## config.mk

```make
export PLATFORM = sky130hd
export DESIGN_NAME = display_spi_master
export DESIGN_NICKNAME = d
export VERILOG_FILES = /design/src/rtl/display_spi_master.sv
export SDC_FILE = /design/constraint.sdc
export NUM_CORES = 1
export LEC_CHECK = 0
export CAP_MARGIN = 10
export CORE_ASPECT_RATIO = 0.8
export CORE_MARGIN = 2
export CORE_UTILIZATION = 50
export CTS_CLUSTER_SIZE = 14
export DETAILED_ROUTE_END_ITERATION = 8
export PLACE_DENSITY = 0.85
export SYNTH_ARGS = -nofsm -noshare
export SYNTH_HDL_FRONTEND = slang
export SYNTH_SLANG_ARGS = --single-unit
```

## constraint.sdc

```tcl
create_clock -name clk -period 9.04 [get_ports clk]
set_input_delay 0.904 -clock clk [delete_from_list [all_inputs] [get_ports clk]]
set_output_delay 0.904 -clock clk [all_outputs]
set_load 0.01 [all_outputs]
```

## src/rtl/display_spi_master.sv

```systemverilog
// MCU-to-display SPI master: 128-bit title or 24-bit note frames, spiDone ack.
// Optional done timeout when DISPLAY_SPI_TIMEOUT_EN is defined.
module display_spi_master #(
  parameter int CLK_DIV = 4
`ifdef DISPLAY_SPI_TIMEOUT_EN
  ,
  parameter int DONE_TIMEOUT = 65535
`endif
) (
  input  logic         clk,
  input  logic         reset,
  input  logic         start,
  input  logic         selTitle,
  input  logic [127:0] titleData,
  input  logic [23:0]  noteData,
  input  logic         spiDone,
  output logic         busy,
  output logic         done,
`ifdef DISPLAY_SPI_TIMEOUT_EN
  output logic         timeout,
`endif
  output logic         sck,
  output logic         sdi,
  output logic         spiLoad,
  output logic         titleNote
);

  localparam int DW = (CLK_DIV > 1) ? $clog2(CLK_DIV) : 1;
  localparam logic [DW-1:0] DIV_LAST = DW'(CLK_DIV - 1);

  typedef enum logic [2:0] {
    IDLE,
    SETUP,
    HIGH,
    LOW,
    WAIT_DONE
  } state_t;

  state_t        state;
  logic [DW-1:0] div;
  logic [7:0]    bits;
  logic [127:0]  shift;
  logic          sync1;
  logic          sync2;
  logic          sync_prev;
  logic          ack;
  logic          div_end;

  assign ack     = sync2 & ~sync_prev;
  assign div_end = (div == DIV_LAST);

`ifdef DISPLAY_SPI_TIMEOUT_EN
  localparam logic [15:0] T_LAST = 16'(DONE_TIMEOUT - 1);
  logic [15:0] tcnt;
  logic        expired;
  assign expired = (tcnt == T_LAST);
`endif

  always_ff @(posedge clk or posedge reset) begin
    if (reset) begin
      sync1     <= 1'b0;
      sync2     <= 1'b0;
      sync_prev <= 1'b0;
    end else begin
      sync1     <= spiDone;
      sync2     <= sync1;
      sync_prev <= sync2;
    end
  end

  always_ff @(posedge clk or posedge reset) begin
    if (reset) begin
      state     <= IDLE;
      div       <= '0;
      bits      <= '0;
      shift     <= '0;
      sck       <= 1'b0;
      sdi       <= 1'b0;
      spiLoad   <= 1'b0;
      titleNote <= 1'b0;
      busy      <= 1'b0;
      done      <= 1'b0;
`ifdef DISPLAY_SPI_TIMEOUT_EN
      tcnt      <= '0;
      timeout   <= 1'b0;
`endif
    end else begin
      done <= 1'b0;
      case (state)
        IDLE: begin
          if (start && !done) begin
            shift     <= selTitle ? titleData
                                  : {noteData, 104'd0};
            bits      <= selTitle ? 8'd128 : 8'd24;
            sdi       <= selTitle ? titleData[127]
                                  : noteData[23];
            titleNote <= selTitle;
            busy      <= 1'b1;
            spiLoad   <= 1'b1;
            div       <= '0;
            state     <= SETUP;
`ifdef DISPLAY_SPI_TIMEOUT_EN
            timeout   <= 1'b0;
`endif
          end
        end
        SETUP: begin
          div <= div + 1'b1;
          if (div_end) begin
            div   <= '0;
            sck   <= 1'b1;
            state <= HIGH;
          end
        end
        HIGH: begin
          div <= div + 1'b1;
          if (div_end) begin
            div   <= '0;
            bits  <= bits - 8'd1;
            sck   <= 1'b0;
            // rotate keeps every bit live; spare bits never reach sdi
            shift <= {shift[126:0], shift[127]};
            sdi   <= shift[126];
            state <= LOW;
          end
        end
        LOW: begin
          div <= div + 1'b1;
          if (div_end) begin
            div <= '0;
            if (bits != 8'd0) begin
              sck   <= 1'b1;
              state <= HIGH;
            end else begin
              spiLoad <= 1'b0;
              sdi     <= 1'b0;
              state   <= WAIT_DONE;
`ifdef DISPLAY_SPI_TIMEOUT_EN
              tcnt    <= '0;
`endif
            end
          end
        end
        WAIT_DONE: begin
          if (ack) begin
            done  <= 1'b1;
            busy  <= 1'b0;
            state <= IDLE;
`ifdef DISPLAY_SPI_TIMEOUT_EN
          end else if (expired) begin
            done    <= 1'b1;
            busy    <= 1'b0;
            timeout <= 1'b1;
            state   <= IDLE;
          end else begin
            tcnt <= tcnt + 16'd1;
`endif
          end
        end
        default: state <= IDLE;
      endcase
    end
  end

endmodule

```

==> summary.txt, run 1 <==
Synthesis
  • Sequential fraction of the synthesis area: 52.7%
  • Synth cell types: 40
  • Primary FF master, synth: dfrtp_1
  • Number of synthesized flops with an enable pin: 0
  • Ys async rst share: 100%
  • Synth top area share: 52.7%
  • Post-synth design cell area: 0.00712 sq mm
  • Synthesized Nets: 916
  • Syn_area_per_cell: 9.42 sq um
  • Cell taking the most area after synthesis: dfrtp_1
  • Yosys Warn Count: 0
  • Ranking of synthesized cells by area: dfrtp_1 53%, a31oi_1 5.8%, a221o_1 5.6%, nor2_1 5.3%, nand2_1 5.1%
  • Post-synthesis cell count: 756
  • Count of state elements after synthesis: 150

Floorplan
  • Num rows: 38
  • Die Y: 111 um
  • Core footprint: 0.0137 sq mm
  • Die ar.: 0.0152 sq mm
  • Initial Utilization: 51.8%
  • Io pins: 163
  • Die X: 137 um

Route
  • Total number of vias: 6174
  • Final WL: 17800 um
  • Vias per cell: 5.79
  • Drt first pass iters: 5
  • 1st-iter DRT viols: 682
  • DR DRC count: 0
  • Antenna viol nets, final: 0
  • Routed length per instance: 16.7 um

Timing
  • Fin. Hold Viols: 0
  • Worst slew pin tran: 1190 ps
  • Setup Viol. Count Final: 0
  • Clock skew: 9.58 ps
  • RSZ-0062 raised after global routing: false
  • Setup_tns: 0 ps
  • Slew Viols, Final: 0
  • Final Cycle Share: 39.1%
  • Crit path time final: 3540 ps
  • Fmax: 0.283 GHz
  • Slew margin rel.: 20.5%

Clock tree
  • Clk slew on worst S/H paths: 60 ps
  • Max Buffers Root-to-Sink: 2
  • CTS sink cnt: 150
  • Post-CTS sizing: 0
  • CTS tree: yes
  • H-tree levels: 4
  • Postcts setup bufs: 0
  • Root buf cell: clkbuf_16
  • # hold bufs at CTS: 0
  • CTS Buf Count: 17
  • Latest clock arrival within the worst-skew pair: 410 ps

Finish
  • Diodes inserted: 0
  • Share of post-route cells with drive strength above 1: 5.64%
  • Area grow syn2layout: 31.1%
  • Fin nets: 1034

Worst setup path
  • Worst path cell trace: clkdlybuf4s50_1 -> nor4b_1 -> a21o_4 -> buf_4 -> and3_1 -> a221o_1
  • Crit-path slowest cell: buf_4
  • CP Capture Type: register
  • Crit Path Max Fanout: 100
  • CP Class: in -> reg
  • Worst path max stage delay: 770 ps
  • Startpoint type of the worst setup path: input pin
  • CP Buf/Inv Count: 2
  • Data arrival, critical path: 3880 ps
  • Worst Path Required: 9380 ps
  • Crit-path leading delay family: buffers and inverters

Worst hold path
  • Worst hold path type: reg -> reg

Flow run
  • Max-Cap Viols: 0

Pwr
  • Design Power: 3.12 mW
  • Pleak: 4.08 nW
  • Pwr/cell area: 334 mW/mm^2
  • Max IR drop VDD: 0.197 mV

Placed design
  • RePlAce Congestion: 0.801
  • Post-DP HPWL: 11100 um
  • Buffers on Ports: 162

GRT
  • Vias in the first global route: 5917
  • Initial antenna violation count: 0
  • Global-route wire length before repair: 29400 um
  • Largest net degree at the start of global routing: 101
  • GRT Total Usage: 24.1%
  • Grt total ovfl: 0

Status
  • Status: completed
cell families (layout without fill, tap and decap cells):
logic type | Yosys count | in the layout | share of synthesized area (%)
AO/OA/AOI/OAI | 176 | 176 | 17.0
XOR/XNOR | 3 | 3 | 0.369
adder cells (fa/ha/maj) | 3 | 3 | 0.527
buffers and inverters | 76 | 207 | 5.34
flip-flops | 150 | 150 | 52.7
multiplexers | 25 | 25 | 3.53
AND/OR/NAND/NOR | 323 | 323 | 20.5
per-stage QoR:
step / utilization (%) / instances / instance area [sq um] / setup slack (ps) / hold WS (ps)
floorplan: - / 756 / 7120 / 4100 / 331
global placement: 63.4 / 1035 / 8710 / 5170 / 333
detailed placement: 63.4 / 1035 / 8710 / 5140 / 337
CTS: 67.9 / 1067 / 9330 / 5540 / 351
global route: 67.9 / 1067 / 9330 / 5200 / 369
finish: 67.9 / 1067 / 9330 / 5500 / 349
synth_stat cells (all sizes together), types with 2 or more instances:
cell and n:
nand4 2, a21o 4, a31oi 66, nand2b 3, and3 41, xor2 3, nor3 4, nand2 97
dfrtp 150, a221o 40, ha 3, nor2b 2, o22ai 2, buf 35, nor2 101, o41ai 2
inv 5, clkbuf 36, mux2i 24, and2 2, o21ai 28, a21oi 28, nand3 65
report_power, final:
part	internal [mW]	switching [mW]
Sequential	0.990	0.196
Clock	0.464	0.285
Combinational	0.490	0.693
Total	1.94	1.17
cell usage in the layout (no fill, tap or decap), drive strengths merged, types with 2 or more instances in the layout:
cell type      netlist  routed
a21o                 4       4
a21oi               28      28
a221o               40      40
a31oi               66      66
and2                 2       2
and3                41      41
buf                 35       9
bufinv               0       4
clkbuf              36      17
clkdlybuf4s50        0     161
clkinv               0       3
clkinvlp             0       4
dfrtp              150     150
ha                   3       3
inv                  5       9
mux2i               24      24
nand2               97      97
nand2b               3       3
nand3               65      65
nand4                2       2
nor2               101     101
nor2b                2       2
nor3                 4       4
o21ai               28      28
o22ai                2       2
o41ai                2       2
xor2                 3       3
flip-flops by register name, indices dropped and copies added, names as in the netlist:
register and count:
sync1 1, bits 8, state 3, busy 1, sync_prev 1, done 1
shift 128, spiLoad 1, div 2, sck 1, sdi 1, sync2 1
titleNote 1
per-layer routing:
metal	GRT usage, %	vias up	wire length (um)
met5	0	-	0
met1	37.2	2971	8300
met4	5.91	0	163
met2	35.4	238	8210
li1	-	2951	-
met3	4.12	14	1180
worst paths after layout:
path / from / to / slack (ps) / cells after the start
hold reg to reg: sync1$_DFF_PP0_ / sync2$_DFF_PP0_ / 350 / 0
max in group asynchronous: reset / shift[18]$_DFFE_PP0P_ / 6740 / 3
setup reg to reg: div[0]$_DFFE_PP0P_ / sdi$_DFFE_PP0P_ / 5740 / 7
hold / removal: sync1$_DFF_PP0_ / sync2$_DFF_PP0_ / 350 / 0
min in group asynchronous: reset / shift[44]$_DFFE_PP0P_ / 1010 / 2
setup / recovery: start / shift[73]$_DFFE_PP0P_ / 5500 / 6
cell type report:
| class | count | area [sq um] |
|---|---|---|
| clock buffers | 17 | 425 |
| repair buffers | 170 | 1680 |
| well taps | 180 | 225 |
| inverters | 5 | 23.8 |
| fillers | 1049 | 4410 |
| flip-flops and latches | 150 | 3750 |
| multi-input cells | 530 | 3030 |
| clock inverters | 15 | 200 |
worst reg2reg max path, stage by stage, from the launching register on:
cell      delay [ps]
dfrtp_1          400
ha_1             310
nor4bb_4         210
buf_4            250
a21oi_4          920
buf_4            580
a211oi_1         170
a311o_1          370
No activity file was read; power rests on OpenSTA's default activity.
==> run 2, diff against run 1 <==
Settings changed: CORE_UTILIZATION 50 to 46, PLACE_DENSITY 0.85 to 0.82.
Clock period 9.04 ns to 3.05 ns, I/O delays scaled along.
==> run 2 against run 1 <==
  * Register-to-register slack got worse by 5000 ps
  * Via count increased by 0.84%
  * Utilization decreased by 4.8 points
  * Critical path depth decreased by 2
==> summary.txt, run 2 (synthesis results as in run 1) <==
Worst setup path
  • Worst path max stage delay: 730 ps
  • CP Class: reg -> reg
  • R2R depth: 4
  • Data arrival, critical path: 2600 ps
  • Crit Path Max Fanout: 42
  • End of the worst register-to-register path: shift[4]$_DFFE_PP0P_
  • Worst Path Required: 3330 ps
  • Startpoint type of the worst setup path: register
  • Crit path from: state[2]$_DFFE_PP0P_
  • CP Capture Type: register
  • Worst path cell trace: or3b_2 -> and2_4 -> and3_1 -> a221o_1
  • Reg2Reg Setup Slack: 730 ps
  • Crit-path slowest cell: or3b_2
  • Reg-to-reg critical path startpoint: state[2]$_DFFE_PP0P_

Floorplan
  • Core footprint: 0.0151 sq mm
  • Initial Utilization: 47.3%
  • Die X: 143 um
  • Die ar.: 0.0165 sq mm
  • Num rows: 40
  • Io pins: 163
  • Die Y: 115 um

Route
  • Total number of vias: 6226
  • Vias per cell: 5.63
  • Routed length per instance: 16.4 um
  • Antenna viol nets, final: 0
  • DR DRC count: 0
  • 1st-iter DRT viols: 479
  • Final WL: 18100 um
  • Drt first pass iters: 5

Timing
  • Crit path time final: 2320 ps
  • RSZ-0062 raised after global routing: false
  • Hold slack: 323 ps
  • Setup Viol. Count Final: 0
  • Clock skew: 6.99 ps
  • Slew Viols, Final: 0
  • Fmax: 0.432 GHz
  • Worst slew pin tran: 757 ps
  • Slew margin rel.: 49.5%
  • Final Cycle Share: 75.9%
  • Setup_tns: 0 ps
  • Fin. Hold Viols: 0

Clock tree
  • Clk slew on worst S/H paths: 60 ps
  • # hold bufs at CTS: 0
  • CTS Buf Count: 17
  • Max Buffers Root-to-Sink: 2
  • CTS tree: yes
  • H-tree levels: 4
  • Postcts setup bufs: 0
  • Latest clock arrival within the worst-skew pair: 410 ps
  • CTS sink cnt: 150
  • Root buf cell: clkbuf_16
  • Post-CTS sizing: 0

Pwr
  • Max IR drop VDD: 0.655 mV
  • Pleak: 4.15 nW
  • Pwr/cell area: 992 mW/mm^2

Placed design
  • RePlAce Congestion: 0.800
  • Post-DP HPWL: 11900 um
  • Buffers on Ports: 162

Finish
  • Most flops, register: shift
  • Fin nets: 1043
  • FF/Latch Area: 0.00375 sq mm
  • Area of the multi-input gates: 0.00303 sq mm
  • Diodes inserted: 0
  • Largest regs: shift: 128 flops, bits: 8 flops, state: 3 flops
  • Max reg flops: 128
  • Most common cell after layout, fill and taps aside: clkdlybuf4s50_1
  • Share of post-route cells with drive strength above 1: 6.15%
  • Fillers: 1212
  • Area grow syn2layout: 33.5%
  • Most frequent cells in the layout: 161 x clkdlybuf4s50_1, 150 x dfrtp_1, 101 x nor2_1

GRT
  • GRT Total Usage: 22.5%
  • Grt total ovfl: 0
  • Initial antenna violation count: 0
  • Largest net degree at the start of global routing: 88
  • Vias in the first global route: 5801
  • Global-route wire length before repair: 29300 um

Worst hold path
  • Worst hold path type: in -> async

Status
  • Status: completed

Flow run
  • Max-Cap Viols: 0
## run 2: cell type report
| cell class | count | share of cell area, % |
|---|---|---|
| Clock buffer | 24 | 5.17 |
| Clock inverter | 7 | 1.75 |
| Sequential cell | 150 | 39.5 |
| Multi-Input combinational cell | 530 | 31.8 |
| Inverter | 5 | 0.237 |
| Tap cell | 210 | 2.76 |
| Timing Repair Buffer | 179 | 18.8 |
## run 2: worst max path at each step
stage	cells past startpoint	end
after CTS	4	shift[4]$_DFFE_PP0P_
after global routing	6	shift[125]$_DFFE_PP0P_
after global placement	4	shift[1]$_DFFE_PP0P_
after detailed placement	4	shift[94]$_DFFE_PP0P_
final	4	shift[4]$_DFFE_PP0P_
after floorplan	1	bits[0]$_DFFE_PP0P_
## run 2: metrics by stage
step / util [%] / cell area [sq um] / worst slack, ps / cells / total power, mW
global placement: 58.7 / 8850 / 847 / 1074 / 6.91
floorplan: - / 7120 / 856 / 756 / 6.16
CTS: 63.1 / 9510 / 745 / 1105 / 9.46
finish: 63.1 / 9510 / 735 / 1105 / 9.44
detailed placement: 58.7 / 8850 / 765 / 1074 / 7.10
global route: 63.1 / 9510 / 644 / 1105 / 10.1
## run 2: power breakdown
group	switching, mW	internal (mW)
sequential	0.579	2.94
combinational	2.07	1.52
clock	0.790	1.54
total	3.44	6.00
## run 2: routing by layer
metal | global-route usage [%] | vias to the layer above | share of wire [%]
met2 | 34.3 | 262 | 46
met4 | 4.82 | 0 | 0.77
li1 | - | 2966 | -
met3 | 5.16 | 11 | 8.4
met5 | 0 | - | 0
met1 | 33.2 | 2987 | 45
## run 2: critical path: cells and delay by family (launching register included)
| kind | cells | cell delay (ps) |
|---|---|---|
| AND/OR/NAND/NOR | 3 | 1340 |
| flip-flops | 1 | 560 |
| AO/OA/AOI/OAI | 1 | 280 |
